===== src/rtl/channel_err_inj_if.sv =====
// rtl/channel_err_inj_if.sv - symbol stream and control bundle for channel_err_inj
interface channel_err_inj_if;
  logic        enable_i;
  logic [1:0]  sym_i;
  logic [1:0]  mode_i;
  logic [7:0]  thresh_i;
  logic [7:0]  period_i;
  logic [1:0]  sym_o;
  logic        valid_o;
  logic [1:0]  err_inj;
  logic [11:0] word_ct;
  logic [11:0] error_counter;

  modport master (
    output enable_i, sym_i, mode_i, thresh_i, period_i,
    input  sym_o, valid_o, err_inj, word_ct, error_counter
  );

  modport slave (
    input  enable_i, sym_i, mode_i, thresh_i, period_i,
    output sym_o, valid_o, err_inj, word_ct, error_counter
  );
endinterface


===== src/rtl/channel_err_inj.sv =====
// rtl/channel_err_inj.sv - single-bit error injector between convolutional encoder and Viterbi decoder
module channel_err_inj #(
  parameter logic [15:0] SEED    = 16'hACE1,
  parameter int          MIN_GAP = 8
) (
  input  logic              clk,
  input  logic              rst,
  channel_err_inj_if.slave  ch
);

  typedef enum logic [1:0] {
    IDLE  = 2'd0,
    ARMED = 2'd1,
    GAP   = 2'd2
  } state_t;

  localparam logic [1:0]  MODE_OFF      = 2'b00;
  localparam logic [1:0]  MODE_RANDOM   = 2'b01;
  localparam logic [1:0]  MODE_PERIODIC = 2'b10;
  localparam logic [1:0]  MODE_ONESHOT  = 2'b11;
  localparam logic [15:0] SEED_INIT     = (SEED == 16'h0000) ? 16'h0001 : SEED;
  localparam logic [7:0]  GAP_LOAD      = 8'(MIN_GAP);
  localparam logic [15:0] LFSR_TAPS     = 16'hB400;
  localparam logic [11:0] CNT_MAX       = 12'hFFF;

  state_t      state_q, state_d;
  logic [15:0] lfsr_q, lfsr_d;
  logic [7:0]  gap_cnt_q, gap_cnt_d;
  logic [7:0]  per_cnt_q, per_cnt_d;
  logic        os_spent_q, os_spent_d;
  logic [1:0]  sym_q, sym_d;
  logic        valid_q, valid_d;
  logic [1:0]  err_q, err_d;
  logic [11:0] word_ct_q, word_ct_d;
  logic [11:0] err_cnt_q, err_cnt_d;

  logic        armed;
  logic        per_hit;
  logic        inject;
  logic [1:0]  mask;

  always_comb begin
    state_d    = state_q;
    lfsr_d     = lfsr_q;
    gap_cnt_d  = gap_cnt_q;
    per_cnt_d  = per_cnt_q;
    os_spent_d = os_spent_q;
    word_ct_d  = word_ct_q;
    err_cnt_d  = err_cnt_q;
    sym_d      = 2'b00;
    valid_d    = 1'b0;
    err_d      = 2'b00;
    armed      = 1'b0;
    per_hit    = 1'b0;
    inject     = 1'b0;
    mask       = 2'b00;

    if (ch.enable_i) begin
      valid_d   = 1'b1;
      word_ct_d = word_ct_q + 12'd1;
      lfsr_d    = {1'b0, lfsr_q[15:1]} ^ (lfsr_q[0] ? LFSR_TAPS : 16'h0000);

      // Periods below 2 have no meaningful wrap point, so the counter is parked.
      if (ch.period_i < 8'd2) begin
        per_cnt_d = 8'd0;
      end else if (per_cnt_q >= ch.period_i - 8'd1) begin
        per_cnt_d = 8'd0;
        per_hit   = 1'b1;
      end else begin
        per_cnt_d = per_cnt_q + 8'd1;
      end

      if (ch.mode_i != MODE_ONESHOT) begin
        os_spent_d = 1'b0;
      end

      unique case (state_q)
        ARMED:   armed = 1'b1;
        IDLE:    armed = !((ch.mode_i == MODE_ONESHOT) && os_spent_q);
        default: armed = 1'b0;
      endcase
      if (ch.mode_i == MODE_OFF) begin
        armed = 1'b0;
      end

      unique case (ch.mode_i)
        MODE_RANDOM: begin
          inject = armed && (lfsr_q[7:0] < ch.thresh_i);
          mask   = lfsr_q[9] ? 2'b10 : 2'b01;
        end
        MODE_PERIODIC: begin
          inject = armed && per_hit;
          mask   = 2'b01;
        end
        MODE_ONESHOT: begin
          inject = armed;
          mask   = 2'b01;
        end
        default: begin
          inject = 1'b0;
          mask   = 2'b00;
        end
      endcase
      if (!inject) begin
        mask = 2'b00;
      end

      // Next state: mode off wins, then injection, then gap countdown.
      if (ch.mode_i == MODE_OFF) begin
        state_d   = IDLE;
        gap_cnt_d = 8'd0;
      end else if (inject) begin
        if (ch.mode_i == MODE_ONESHOT) begin
          state_d    = IDLE;
          os_spent_d = 1'b1;
        end else begin
          state_d   = GAP;
          gap_cnt_d = GAP_LOAD;
        end
      end else if (state_q == GAP) begin
        if (gap_cnt_q <= 8'd1) begin
          gap_cnt_d = 8'd0;
          state_d   = ARMED;
        end else begin
          gap_cnt_d = gap_cnt_q - 8'd1;
        end
      end else if (armed) begin
        state_d = ARMED;
      end

      if (inject && (err_cnt_q != CNT_MAX)) begin
        err_cnt_d = err_cnt_q + 12'd1;
      end

      sym_d = ch.sym_i ^ mask;
      err_d = mask;
    end
  end

  always_ff @(posedge clk or negedge rst) begin
    if (!rst) begin
      state_q    <= IDLE;
      lfsr_q     <= SEED_INIT;
      gap_cnt_q  <= 8'd0;
      per_cnt_q  <= 8'd0;
      os_spent_q <= 1'b0;
      sym_q      <= 2'b00;
      valid_q    <= 1'b0;
      err_q      <= 2'b00;
      word_ct_q  <= 12'd0;
      err_cnt_q  <= 12'd0;
    end else begin
      state_q    <= state_d;
      lfsr_q     <= lfsr_d;
      gap_cnt_q  <= gap_cnt_d;
      per_cnt_q  <= per_cnt_d;
      os_spent_q <= os_spent_d;
      sym_q      <= sym_d;
      valid_q    <= valid_d;
      err_q      <= err_d;
      word_ct_q  <= word_ct_d;
      err_cnt_q  <= err_cnt_d;
    end
  end

  assign ch.sym_o         = sym_q;
  assign ch.valid_o       = valid_q;
  assign ch.err_inj       = err_q;
  assign ch.word_ct       = word_ct_q;
  assign ch.error_counter = err_cnt_q;

endmodule


===== src/flat_wrapper.sv =====
// flat-port wrapper written by rule: the top's interface ports become plain ports
module channel_err_inj_flat 
#(
  parameter logic [15:0] SEED    = 16'hACE1,
  parameter int          MIN_GAP = 8
)
  (clk, rst, ch_enable_i, ch_sym_i, ch_mode_i, ch_thresh_i, ch_period_i, ch_sym_o, ch_valid_o, ch_err_inj, ch_word_ct, ch_error_counter);
  channel_err_inj_if ch_i ();
  input  logic clk;
  input  logic rst;
  input wire logic [$bits(ch_i.enable_i)-1:0] ch_enable_i;
  input wire logic [$bits(ch_i.sym_i)-1:0] ch_sym_i;
  input wire logic [$bits(ch_i.mode_i)-1:0] ch_mode_i;
  input wire logic [$bits(ch_i.thresh_i)-1:0] ch_thresh_i;
  input wire logic [$bits(ch_i.period_i)-1:0] ch_period_i;
  output wire logic [$bits(ch_i.sym_o)-1:0] ch_sym_o;
  output wire logic [$bits(ch_i.valid_o)-1:0] ch_valid_o;
  output wire logic [$bits(ch_i.err_inj)-1:0] ch_err_inj;
  output wire logic [$bits(ch_i.word_ct)-1:0] ch_word_ct;
  output wire logic [$bits(ch_i.error_counter)-1:0] ch_error_counter;
  assign ch_i.enable_i = ch_enable_i;
  assign ch_i.sym_i = ch_sym_i;
  assign ch_i.mode_i = ch_mode_i;
  assign ch_i.thresh_i = ch_thresh_i;
  assign ch_i.period_i = ch_period_i;
  assign ch_sym_o = ch_i.sym_o;
  assign ch_valid_o = ch_i.valid_o;
  assign ch_err_inj = ch_i.err_inj;
  assign ch_word_ct = ch_i.word_ct;
  assign ch_error_counter = ch_i.error_counter;
  channel_err_inj #(.SEED(SEED), .MIN_GAP(MIN_GAP)) u_core (.clk(clk), .rst(rst), .ch(ch_i));
endmodule

===== config.mk =====
export PLATFORM = sky130hd
export DESIGN_NAME = channel_err_inj_flat
export DESIGN_NICKNAME = d
export VERILOG_FILES = /design/src/rtl/channel_err_inj_if.sv /design/src/rtl/channel_err_inj.sv /design/src/flat_wrapper.sv
export SDC_FILE = /design/constraint.sdc
export NUM_CORES = 1
export LEC_CHECK = 0
export ABC_AREA = 1
export BUFFER_PORTS_ARGS = -buffer_cell sky130_fd_sc_hd__buf_2
export CAP_MARGIN = 20
export CORE_ASPECT_RATIO = 1.4
export CORE_MARGIN = 2
export CORE_UTILIZATION = 60
export CTS_BUF_LIST = sky130_fd_sc_hd__clkbuf_4 sky130_fd_sc_hd__clkbuf_8 sky130_fd_sc_hd__clkbuf_16
export DETAILED_ROUTE_END_ITERATION = 8
export GPL_TIMING_DRIVEN = 0
export PLACE_DENSITY = 0.87
export SLEW_MARGIN = 20
export SYNTH_ARGS = -nofsm -noshare
export SYNTH_HDL_FRONTEND = slang
export SYNTH_SLANG_ARGS = --single-unit

===== constraint.sdc =====
create_clock -name clk -period 5.3 [get_ports clk]
set_input_delay 0.53 -clock clk [delete_from_list [all_inputs] [get_ports clk]]
set_output_delay 0.53 -clock clk [all_outputs]
set_load 0.02 [all_outputs]

==> summary.txt <==
Floorplanning
  • I/O pin count: 52
  • Site Rows: 34
  • Die H: 98.3 µm
  • Die width: 71.4 µm
  • Die area: 7020 µm²
  • Initial Utilization: 61.8%
  • Core area: 6170 µm²

Yosys
  • Number of flops mapped to enable cells by yosys: 0
  • Async set or reset register ratio after synthesis: 100%
  • Most used DFF post-synth: dfrtp_1
  • YS warnings: 0
  • Sequential-to-total area share from yosys stat: 42.3%
  • FF+latch count, synth: 64
  • Mapped Nets: 499
  • Mapped cell area: 3810 µm²
  • Synth Instances: 449
  • Syn Area/Cell: roughly 8.5 µm²
  • Synth unique cells: 39

Clock network
  • Post-CTS Hold Fix Bufs: 0
  • Clock Latency Late Sink: between 0.3 and 0.4 ns
  • Clock Tree Root: clkbuf_8
  • Max Buffers Root-to-Sink: 2
  • CTS Buf Count: 9
  • Setup repair bufs after CTS: 0
  • H-tree Lvls: 3
  • PostCTS Resize Cnt: 0
  • CTS Sinks: 64
  • Clock Pin Slew Worst Setup and Hold Paths: ~0.070 ns
  • Clock tree from TritonCTS: built

Layout
  • Nets: 561
  • Synthesis-to-finish area growth: 14.3%
  • Most frequent cells in the layout: nand2_1, dfrtp_1, inv_1, buf_2
  • Share of layout cells above drive strength 1: 19.8%
  • Antenna Cells: 0
  • Commonest non-fill, non-tap cell in the layout: nand2_1
  • FILL cells: 468

Timing
  • Max Clock Freq: roughly 390 MHz
  • Hold Slack: 0.261 ns
  • Worst-margin pin slew: 0.790 ns
  • Setup WS post-layout: 2.72 ns
  • Final worst path period need: ~2.6 ns
  • Total Neg Setup Slack: 0 ns
  • Clock Skew: 0.00914 ns
  • Final Setup Violations: 0
  • Final Hold Fails: 0
  • Relative slew slack: 47.3%
  • Final Max Slew Viols: 0
  • Crit share post-route: 48.8%
  • Unrepaired setup endpoints after global routing: false

Power and ir drop
  • Sequential share of power: 40.5%
  • Psw: 774 µW
  • Total power draw: around 1.9 mW
  • Internal power: 1.16 mW
  • Switch share: 39.9%
  • Clk pwr share: a little over a fifth
  • P_leak: 2.32 nW
  • Cell Pwr Density: 445 nW/µm²
  • Worst vdd ir: 0.302 mV
  • Comb pwr share: 38.3%

Worst setup path
  • Worst Path Max Fanout: 10
  • Critical Path Most Common Cell: nand2_1
  • CP arrival: 2.81 ns
  • Startpoint class of the critical path: input port
  • Worst-path cell chain: buf_2 -> nor2_1 -> nand2_1 -> nor3_1 -> xnor2_1 -> ha_1 -> a21oi_1 -> o21a_1 -> nand2_1 -> nand2_1 -> nand2_2 -> nand3_4 -> nand2_8 -> nand2_4 -> nor2_4 -> nand2_1 -> nand2_1 -> nand2_1
  • WP data required: 5.53 ns
  • CP bufs+invs: 1
  • Critical path's slowest cell: ha_1
  • CP peak stage delay: 0.30 ns
  • Kind of cell adding the most delay to the critical path: simple AND/OR/NAND/NOR gates
  • Critical path class: input port to register
  • Crit. End Element: register

Routing
  • Antenna-violating nets left: 0
  • WL/cell: around 13 µm
  • Drt drc: 0
  • Vias: 3161
  • Vias per cell: 5.38
  • Total wire length: 7.86 mm
  • Drt initial violations: 190
  • DR pass1 iterations: 4

GRT
  • Grt met3 use: roughly 5.7%
  • Largest net degree at the start of global routing: 65
  • Met1 usage: 28.5%
  • M2 GR Usage: 43.5%
  • Initial antenna violation count: 0
  • Global Route Usage Sum: between 20% and 30%
  • GRT busiest layer: met2
  • Vias in the first global route: 3202
  • First-pass GRT wire length: 13.8 mm
  • Grt ovf: 0

Placed design
  • DPL Wire Length: 5.61 mm
  • Pre-CTS setup slack: 2.35 ns
  • Final GP Congestion: 0.849
  • I/O Buffers: 51

Flow run
  • Max-cap violations: 0

Status
  • Outcome: completed

Hold path
  • Hold Crit Class: input port to asynchronous set/reset pin
-- power groups by stage --
| stage | clock, mW | sequential [mW] | combinational (mW) |
|---|---|---|---|
| global route | 0.444 | 0.806 | 0.837 |
| floorplan | 0 | 0.817 | 0.504 |
| finish | 0.411 | 0.785 | 0.742 |
| global placement | 0 | 0.778 | 0.700 |
| detailed placement | 0 | 0.787 | 0.736 |
| CTS | 0.417 | 0.783 | 0.745 |
-- layout make-up --
type | instances | area (µm²) | area share, %
inverters | 54 | 208 | 4.76
clock buffers | 14 | 186 | 4.28
plain buffers | 8 | 50.0 | 1.15
multi-input cells | 323 | 1940 | 44.6
well taps | 72 | 90.1 | 2.07
repair buffers | 51 | 258 | 5.91
flip-flops and latches | 64 | 1610 | 37.0
clock inverters | 2 | 12.5 | 0.287
-- synthesized netlist by cell type (all sizes together), types with 4 or more instances --
master | number | area [µm²]
nand3 | 25 | 138
xnor2 | 13 | 114
o22ai | 7 | 43.8
nor2 | 34 | 161
ha | 27 | 338
nand2 | 127 | 523
dfrtp | 56 | 1400
nand4 | 12 | 75.1
clkbuf | 5 | 28.8
xor2 | 28 | 245
inv | 54 | 208
a21oi | 9 | 48.8
nor3 | 15 | 90.1
o21ai | 8 | 40.0
dfstp | 8 | 210
nand3b | 4 | 30.0
-- sequential cells by signal (all words and copies together) (netlist names) --
register and count:
u_core.os_spent_q 1, u_core.ch.valid_o 1, u_core.gap_cnt_q 8, u_core.lfsr_q 16, u_core.ch.word_ct 12, u_core.state_q 2, u_core.ch.err_inj 2, u_core.per_cnt_q 8
u_core.ch.error_counter 12, u_core.ch.sym_o 2
-- per-layer routing --
layer / part of all wire [%] / vias to the layer above
met5: 0 / -
met4: 1.6 / 0
met3: 4.4 / 8
met2: 53 / 70
met1: 41 / 1520
li1: - / 1563
-- final timing paths --
| check | start | to | slack [ns] | cells after the start |
|---|---|---|---|---|
| worst min-delay path | rst | u_core.ch.word_ct[8]$_DFFE_PN0P_ | 0.26 | 1 |
| min in group clk | ch_enable_i | u_core.ch.valid_o$_DFF_PN0_ | 0.31 | 1 |
| worst min register to register | u_core.lfsr_q[11]$_DFFE_PN1P_ | u_core.lfsr_q[11]$_DFFE_PN1P_ | 0.48 | 2 |
| max in group asynchronous | rst | u_core.gap_cnt_q[2]$_DFFE_PN0P_ | 4.50 | 1 |
| worst max register to register | u_core.per_cnt_q[0]$_DFFE_PN0P_ | u_core.ch.error_counter[11]$_DFFE_PN0P_ | 3.17 | 17 |
| worst max-delay path | ch_period_i[2] | u_core.ch.error_counter[11]$_DFFE_PN0P_ | 2.72 | 18 |
-- metrics by stage --
stage | util [%] | std cells | cell area (µm²)
after floorplan | - | 449 | 3810
after global placement | 67.4 | 572 | 4160
after detailed placement | 67.4 | 572 | 4160
after CTS | 70.7 | 588 | 4360
after global routing | 70.7 | 588 | 4360
final | 70.7 | 588 | 4360
-- kinds of logic (layout without fill, tap and decap cells) --
group / count (synthesis) / in the layout / synth area share, %
compound gates: 31 / 31 / 4.82
xor+xnor: 41 / 41 / 9.42
fa+ha+maj: 27 / 27 / 8.86
buf+inv: 62 / 129 / 6.76
simple gates: 224 / 224 / 27.9
flops: 64 / 64 / 42.3
(Power assumes the default switching activity.)
